## config.mk

```make
export PLATFORM = sky130hd
export DESIGN_NAME = interp_fir_seq
export DESIGN_NICKNAME = d
export VERILOG_FILES = /design/src/rtl/interp_fir_seq_pkg.sv /design/src/rtl/interp_fir_hist_ptr.sv /design/src/rtl/interp_fir_seq.sv
export SDC_FILE = /design/constraint.sdc
export NUM_CORES = 1
export LEC_CHECK = 0
export CORE_MARGIN = 10
export CORE_UTILIZATION = 30
export CTS_BUF_LIST = sky130_fd_sc_hd__clkbuf_8 sky130_fd_sc_hd__clkbuf_16
export DETAILED_ROUTE_END_ITERATION = 6
export GPL_TIMING_DRIVEN = 0
export HOLD_SLACK_MARGIN = 0.05
export PLACE_DENSITY_LB_ADDON = 0.05
export SLEW_MARGIN = 20
export SYNTH_ARGS = -nofsm -noshare
export SYNTH_HDL_FRONTEND = slang
export SYNTH_SLANG_ARGS = --single-unit
export TNS_END_PERCENT = 30
```

## constraint.sdc

```tcl
create_clock -name clk -period 3.55 [get_ports clk]
set_input_delay 0.71 -clock clk [delete_from_list [all_inputs] [get_ports clk]]
set_output_delay 0.71 -clock clk [all_outputs]
set_load 0.01 [all_outputs]
```

## src/rtl/interp_fir_seq_pkg.sv

```systemverilog
// Shared constants, state encoding and phase-length helper for the 8x
// polyphase interpolation FIR sequencer.
package interp_fir_seq_pkg;

  localparam int NTAP_2 = 115;
  localparam int L_2    = 8;

  typedef enum logic [1:0] {
    IDLE = 2'd0,
    WAIT = 2'd1,
    RUN  = 2'd2
  } state_e;

  // Number of MAC terms in phase p: ceil((ntap - p) / l).
  function automatic int terms_per_phase(input int p, input int ntap, input int l);
    return (ntap - p + l - 1) / l;
  endfunction

endpackage

```

## src/rtl/interp_fir_hist_ptr.sv

```systemverilog
// History ring pointers: owns the write pointer and the newest-sample index,
// and produces the modulo read address newest - back.
module interp_fir_hist_ptr
  import interp_fir_seq_pkg::*;
#(
  parameter int HIST_AW = 4
) (
  input  logic               clk,
  input  logic               rst_n,
  input  logic               wr_adv,
  input  logic [HIST_AW-1:0] rd_back,
  output logic [HIST_AW-1:0] wr_ptr,
  output logic [HIST_AW-1:0] newest,
  output logic [HIST_AW-1:0] rd_addr
);

  logic [HIST_AW-1:0] wr_ptr_q, wr_ptr_d;
  logic [HIST_AW-1:0] newest_q, newest_d;

  always_comb begin
    wr_ptr_d = wr_ptr_q;
    newest_d = newest_q;
    if (wr_adv) begin
      wr_ptr_d = wr_ptr_q + HIST_AW'(1);
      newest_d = wr_ptr_q;
    end
  end

  always_ff @(posedge clk or negedge rst_n) begin
    if (!rst_n) begin
      wr_ptr_q <= '0;
      newest_q <= '0;
    end else begin
      wr_ptr_q <= wr_ptr_d;
      newest_q <= newest_d;
    end
  end

  // Natural wrap of the HIST_AW-bit subtraction gives the ring modulo.
  assign rd_addr = newest_q - rd_back;
  assign wr_ptr  = wr_ptr_q;
  assign newest  = newest_q;

endmodule

```

## src/rtl/interp_fir_seq.sv

```systemverilog
// Polyphase interpolation FIR sequencer: per input sample, writes history,
// then walks L phases issuing one registered MAC term per cycle.
module interp_fir_seq
  import interp_fir_seq_pkg::*;
#(
  parameter int NTAP    = NTAP_2,
  parameter int L       = L_2,
  parameter int TAP_AW  = 7,
  parameter int HIST_AW = 4
) (
  input  logic               clk,
  input  logic               rst_n,
  input  logic               samp_stb,
  input  logic               out_ready,
  output logic               hist_we,
  output logic [HIST_AW-1:0] hist_wa,
  output logic [HIST_AW-1:0] hist_ra,
  output logic [TAP_AW-1:0]  tap_addr,
  output logic               mac_en,
  output logic               mac_first,
  output logic               mac_last,
  output logic [2:0]         phase,
  output logic               busy,
  output logic               overrun
);

  state_e             state_q, state_d;
  logic [2:0]         p_q, p_d;
  logic [HIST_AW-1:0] j_q, j_d;

  logic [HIST_AW-1:0] hist_ra_q, hist_ra_d;
  logic [TAP_AW-1:0]  tap_addr_q, tap_addr_d;
  logic               mac_en_q, mac_en_d;
  logic               mac_first_q, mac_first_d;
  logic               mac_last_q, mac_last_d;
  logic [2:0]         phase_q, phase_d;
  logic               busy_q, busy_d;
  logic               overrun_q, overrun_d;

  logic               wr_adv;
  logic               is_last;
  logic [HIST_AW-1:0] wr_ptr, newest, rd_addr;

  interp_fir_hist_ptr #(.HIST_AW(HIST_AW)) u_hist_ptr (
    .clk     (clk),
    .rst_n   (rst_n),
    .wr_adv  (wr_adv),
    .rd_back (j_q),
    .wr_ptr  (wr_ptr),
    .newest  (newest),
    .rd_addr (rd_addr)
  );

  // Only IDLE accepts a sample; anywhere else it is dropped and flagged.
  assign wr_adv  = samp_stb && (state_q == IDLE);
  assign hist_we = wr_adv;
  assign hist_wa = wr_ptr;

  assign is_last = (int'(j_q) == terms_per_phase(int'(p_q), NTAP, L) - 1);

  always_comb begin
    state_d     = state_q;
    p_d         = p_q;
    j_d         = j_q;
    busy_d      = (state_q != IDLE);
    overrun_d   = overrun_q | (samp_stb && (state_q != IDLE));
    hist_ra_d   = '0;
    tap_addr_d  = '0;
    mac_en_d    = 1'b0;
    mac_first_d = 1'b0;
    mac_last_d  = 1'b0;
    phase_d     = '0;
    case (state_q)
      IDLE: begin
        if (samp_stb) begin
          p_d     = '0;
          busy_d  = 1'b1;
          state_d = WAIT;
        end
      end
      WAIT: begin
        if (out_ready) begin
          j_d     = '0;
          state_d = RUN;
        end
      end
      RUN: begin
        tap_addr_d  = TAP_AW'(p_q) + TAP_AW'(L) * TAP_AW'(j_q);
        hist_ra_d   = rd_addr;
        mac_en_d    = 1'b1;
        mac_first_d = (j_q == '0);
        mac_last_d  = is_last;
        phase_d     = p_q;
        j_d         = j_q + HIST_AW'(1);
        if (is_last) begin
          if (p_q == 3'(L - 1)) begin
            busy_d  = 1'b0;
            state_d = IDLE;
          end else begin
            p_d     = p_q + 3'd1;
            state_d = WAIT;
          end
        end
      end
      default: state_d = IDLE;
    endcase
  end

  always_ff @(posedge clk or negedge rst_n) begin
    if (!rst_n) begin
      state_q     <= IDLE;
      p_q         <= '0;
      j_q         <= '0;
      hist_ra_q   <= '0;
      tap_addr_q  <= '0;
      mac_en_q    <= 1'b0;
      mac_first_q <= 1'b0;
      mac_last_q  <= 1'b0;
      phase_q     <= '0;
      busy_q      <= 1'b0;
      overrun_q   <= 1'b0;
    end else begin
      state_q     <= state_d;
      p_q         <= p_d;
      j_q         <= j_d;
      hist_ra_q   <= hist_ra_d;
      tap_addr_q  <= tap_addr_d;
      mac_en_q    <= mac_en_d;
      mac_first_q <= mac_first_d;
      mac_last_q  <= mac_last_d;
      phase_q     <= phase_d;
      busy_q      <= busy_d;
      overrun_q   <= overrun_d;
    end
  end

  assign hist_ra   = hist_ra_q;
  assign tap_addr  = tap_addr_q;
  assign mac_en    = mac_en_q;
  assign mac_first = mac_first_q;
  assign mac_last  = mac_last_q;
  assign phase     = phase_q;
  assign busy      = busy_q;
  assign overrun   = overrun_q;

endmodule

```

==> load_flow_metrics.sql <==
INSERT INTO impl_metrics (metric_group, metric, value, unit) VALUES
('critical_path', 'setup.worst_path.class', 'input pin to output port', ''),
('die', 'die_area', '8050', 'sq um'),
('detailed_routing', 'drt_iter0_drc', '38', ''),
('power', 'vdd_ir_drop_max', '296', 'uV'),
('critical_path', 'start_kind', 'input pin', ''),
('grt', 'first_global_vias', '1054', ''),
('detailed_routing', 'vias_cell', '4.28', ''),
('synthesis', 'syn-instance-count', '125', ''),
('cells_and_area', 'final_common_cell', 'sky130_fd_sc_hd__dfrtp_1', ''),
('detailed_routing', 'drcViolationCount', '0', ''),
('die', 'dieHeight', '89.7', 'um'),
('clocking', 'cts.sink_count', '33', ''),
('critical_path', 'worstPathRequired', '2840', 'ps'),
('critical_path', 'timing.critical_path.cells', 'clkdlybuf4s50_1, nor3b_2, buf_2, clkdlybuf4s50_1', ''),
('cells_and_area', 'post-route-cell-area', '1920', 'sq um'),
('synthesis', 'post_synth.cell_area_avg', '11.7', 'sq um'),
('clocking', 'clk-insertion-delay-late', '280', 'ps'),
('grt', 'groute.usage.overall', '0.0808', ''),
('critical_path', 'crit_arrival', '2460', 'ps'),
('critical_path', 'slowest_stage', 'sky130_fd_sc_hd__clkdlybuf4s50_1', ''),
('synthesis', 'syn_nets', '138', ''),
('grt', 'pin_count_of_the_biggest_net_entering_global_routing', '22', ''),
('cells_and_area', 'final.fill_count', '453', ''),
('critical_path', 'critPathMaxStageDelay', '570', 'ps'),
('detailed_routing', 'route.vias.total', '976', ''),
('sta', 'fmax', '0.316', 'GHz'),
('outcome', 'result_of_the_run', 'finished clean', ''),
('hold_path', 'worst_hold_path_type', 'input pin to async pin', ''),
('cells_and_area', 'final-seq-area', '826', 'sq um'),
('cells_and_area', 'commonest_cells_after_routing_fill_and_taps_aside', '33 x sky130_fd_sc_hd__dfrtp_1, 26 x sky130_fd_sc_hd__clkdlybuf4s50_1, 10 x sky130_fd_sc_hd__inv_1, 10 x sky130_fd_sc_hd__nor2_1', ''),
('sta', 'timing.setup.tns', '0', 'ps'),
('sta', 'period_minus_slack', '3170', 'ps'),
('critical_path', 'cp_common_cell', 'sky130_fd_sc_hd__clkdlybuf4s50_1', ''),
('clocking', 'clock_tree.buffer_depth', '2', ''),
('detailed_routing', 'route.antenna.remaining_nets', '0', ''),
('cells_and_area', 'multi_input_area', '557', 'sq um'),
('sta', 'maxSlewHeadroom', '0.688', ''),
('detailed_routing', 'routedWlPerCell', '13.1', 'um'),
('critical_path', 'critical_path.startpoint', 'samp_stb', ''),
('placement', 'gpl.final_weighted_congestion', '0.780', ''),
('synthesis', 'netlist_area', '1460', 'sq um'),
('grt', 'antenna_found_initial', '0', ''),
('cells_and_area', 'layout-drive-gt1-share', '0.130', ''),
('critical_path', 'crit_family', 'buffers and inverters', ''),
('sta', 'finalSetupViolations', '0', ''),
('placement', 'pre_cts_slack', '73.9', 'ps'),
('sta', 'final_max_slew_viol_count', '0', ''),
('clocking', 'cts_setup_buffers', '0', ''),
('clocking', 'tritoncts_buffers', '5', ''),
('placement', 'placed_area', '1840', 'sq um'),
('clocking', 'clk_transition_reported_paths', '70', 'ps'),
('die', 'start_util', '0.309', ''),
('synthesis', 'ys_types', '29', ''),
('die', 'fp.dieW', '89.7', 'um'),
('critical_path', 'timing.critical_path.fanout_max', '10', ''),
('sta', 'max_slew.worst_pin.slew', '468', 'ps'),
('critical_path', 'endpoint_kind', 'output port', ''),
('sta', 'period_share', '0.893', ''),
('die', 'coreArea', '4720', 'sq um'),
('critical_path', 'critical_path.reg2reg.startpoint', 'p_q[0]$_DFFE_PN0P_', ''),
('grt', 'global_route_overflow', '0', ''),
('cells_and_area', 'final_util', '0.407', ''),
('placement', 'hpwl', '2160', 'um'),
('sta', 'setup_slack', '381', 'ps'),
('critical_path', 'ff2ff_setup_slack', '1670', 'ps'),
('synthesis', 'synth.ff_latch_count', '33', ''),
('placement', 'buffer_ports.inserted', '27', ''),
('run', 'drv.max_cap_violation_count', '0', ''),
('synthesis', 'yosysSeqAreaShare', '0.566', ''),
('sta', 'grt_setup_unrepaired', 'no', ''),
('clocking', 'htree_num_levels', '2', '');
-- per-stage QoR --
stage               total power (W)  instances  hold slack, ps
floorplan                  0.000912        125             414
global placement            0.00114        219             454
detailed placement          0.00115        220             458
CTS                         0.00142        228             328
global route                0.00153        228             348
finish                      0.00140        228             331
-- cell families after synthesis --
logic type      Yosys count  share of synthesized area
mux                       7                     0.0609
xor+xnor                  5                     0.0300
compound gates           18                     0.0686
buf+inv                  15                     0.0557
flops                    33                      0.566
fa+ha+maj                 9                     0.0823
simple gates             38                      0.136
-- flip-flops by register name (all words and copies together), names as in the netlist, 2 cells and up --
register	count
u_hist_ptr.wr_ptr	4
u_hist_ptr.newest	4
phase	2
hist_ra	4
tap_addr	5
p_q	3
j_q	4
state_q	2
-- synth_stat cells, drive strengths merged --
| library cell | number | area, sq um |
|---|---|---|
| nor2b | 3 | 18.8 |
| nand4b | 2 | 17.5 |
| buf | 7 | 51.3 |
| nor4b | 1 | 8.76 |
| nand2b | 3 | 18.8 |
| and2 | 4 | 25.0 |
| nand4 | 1 | 6.26 |
| nor3 | 3 | 15.0 |
| xor2 | 2 | 17.5 |
| nor3b | 2 | 15.0 |
| fa | 1 | 20.0 |
| o21a | 1 | 7.51 |
| dfrtp | 33 | 826 |
| xnor2 | 3 | 26.3 |
| o21ai | 5 | 25.0 |
| a21oi | 8 | 40.0 |
| ha | 8 | 100 |
| mux2i | 1 | 10.0 |
| o22ai | 2 | 12.5 |
| clkbuf | 1 | 3.75 |
| a211oi | 2 | 15.0 |
| inv | 7 | 26.3 |
| or3 | 1 | 6.26 |
| mux2 | 6 | 78.8 |
| nand2 | 8 | 30.0 |
| nor2 | 10 | 37.5 |
-- final timing paths --
kind | end | cells after the start
min reg2reg | overrun$_DFF_PN0_ | 1
min in group clk | overrun$_DFF_PN0_ | 1
max | hist_we | 4
max reg2reg | p_q[1]$_DFFE_PN0P_ | 5
min | tap_addr[2]$_DFF_PN0_ | 1
max in group asynchronous | u_hist_ptr.wr_ptr[1]$_DFFE_PN0P_ | 2
-- what timing repair did --
action | CTS | global route
endpoints found under the setup margin | 0 | 1
resized for setup | 0 | 1
hold buffers | 0 | 0
-- power by group --
part / internal (W) / switching, W / total (W)
clock network: 0.000131 / 0.000132 / 0.000263
registers: 0.000488 / 0.0000897 / 0.000578
logic: 0.000282 / 0.000279 / 0.000561
total: 0.000901 / 0.000501 / 0.00140
-- layer usage --
layer  vias to the layer above  wire length (um)  part of all wire  track usage
li1                        481                 -                 -            -
met1                       465              1450              0.49        0.102
met2                        26              1220              0.41        0.111
met3                         4               280             0.094       0.0457
met4                         0                34             0.011       0.0283
met5                         -                 0                 0            0
-- layout make-up --
cell class	instances	share of cell area
well taps	67	0.0436
multi-input cells	77	0.290
inverters	7	0.0137
clock inverters	3	0.00586
plain buffers	8	0.0287
repair buffers	28	0.152
clock buffers	5	0.0358
flip-flops and latches	33	0.430
Power figures use the tool's default switching activity.
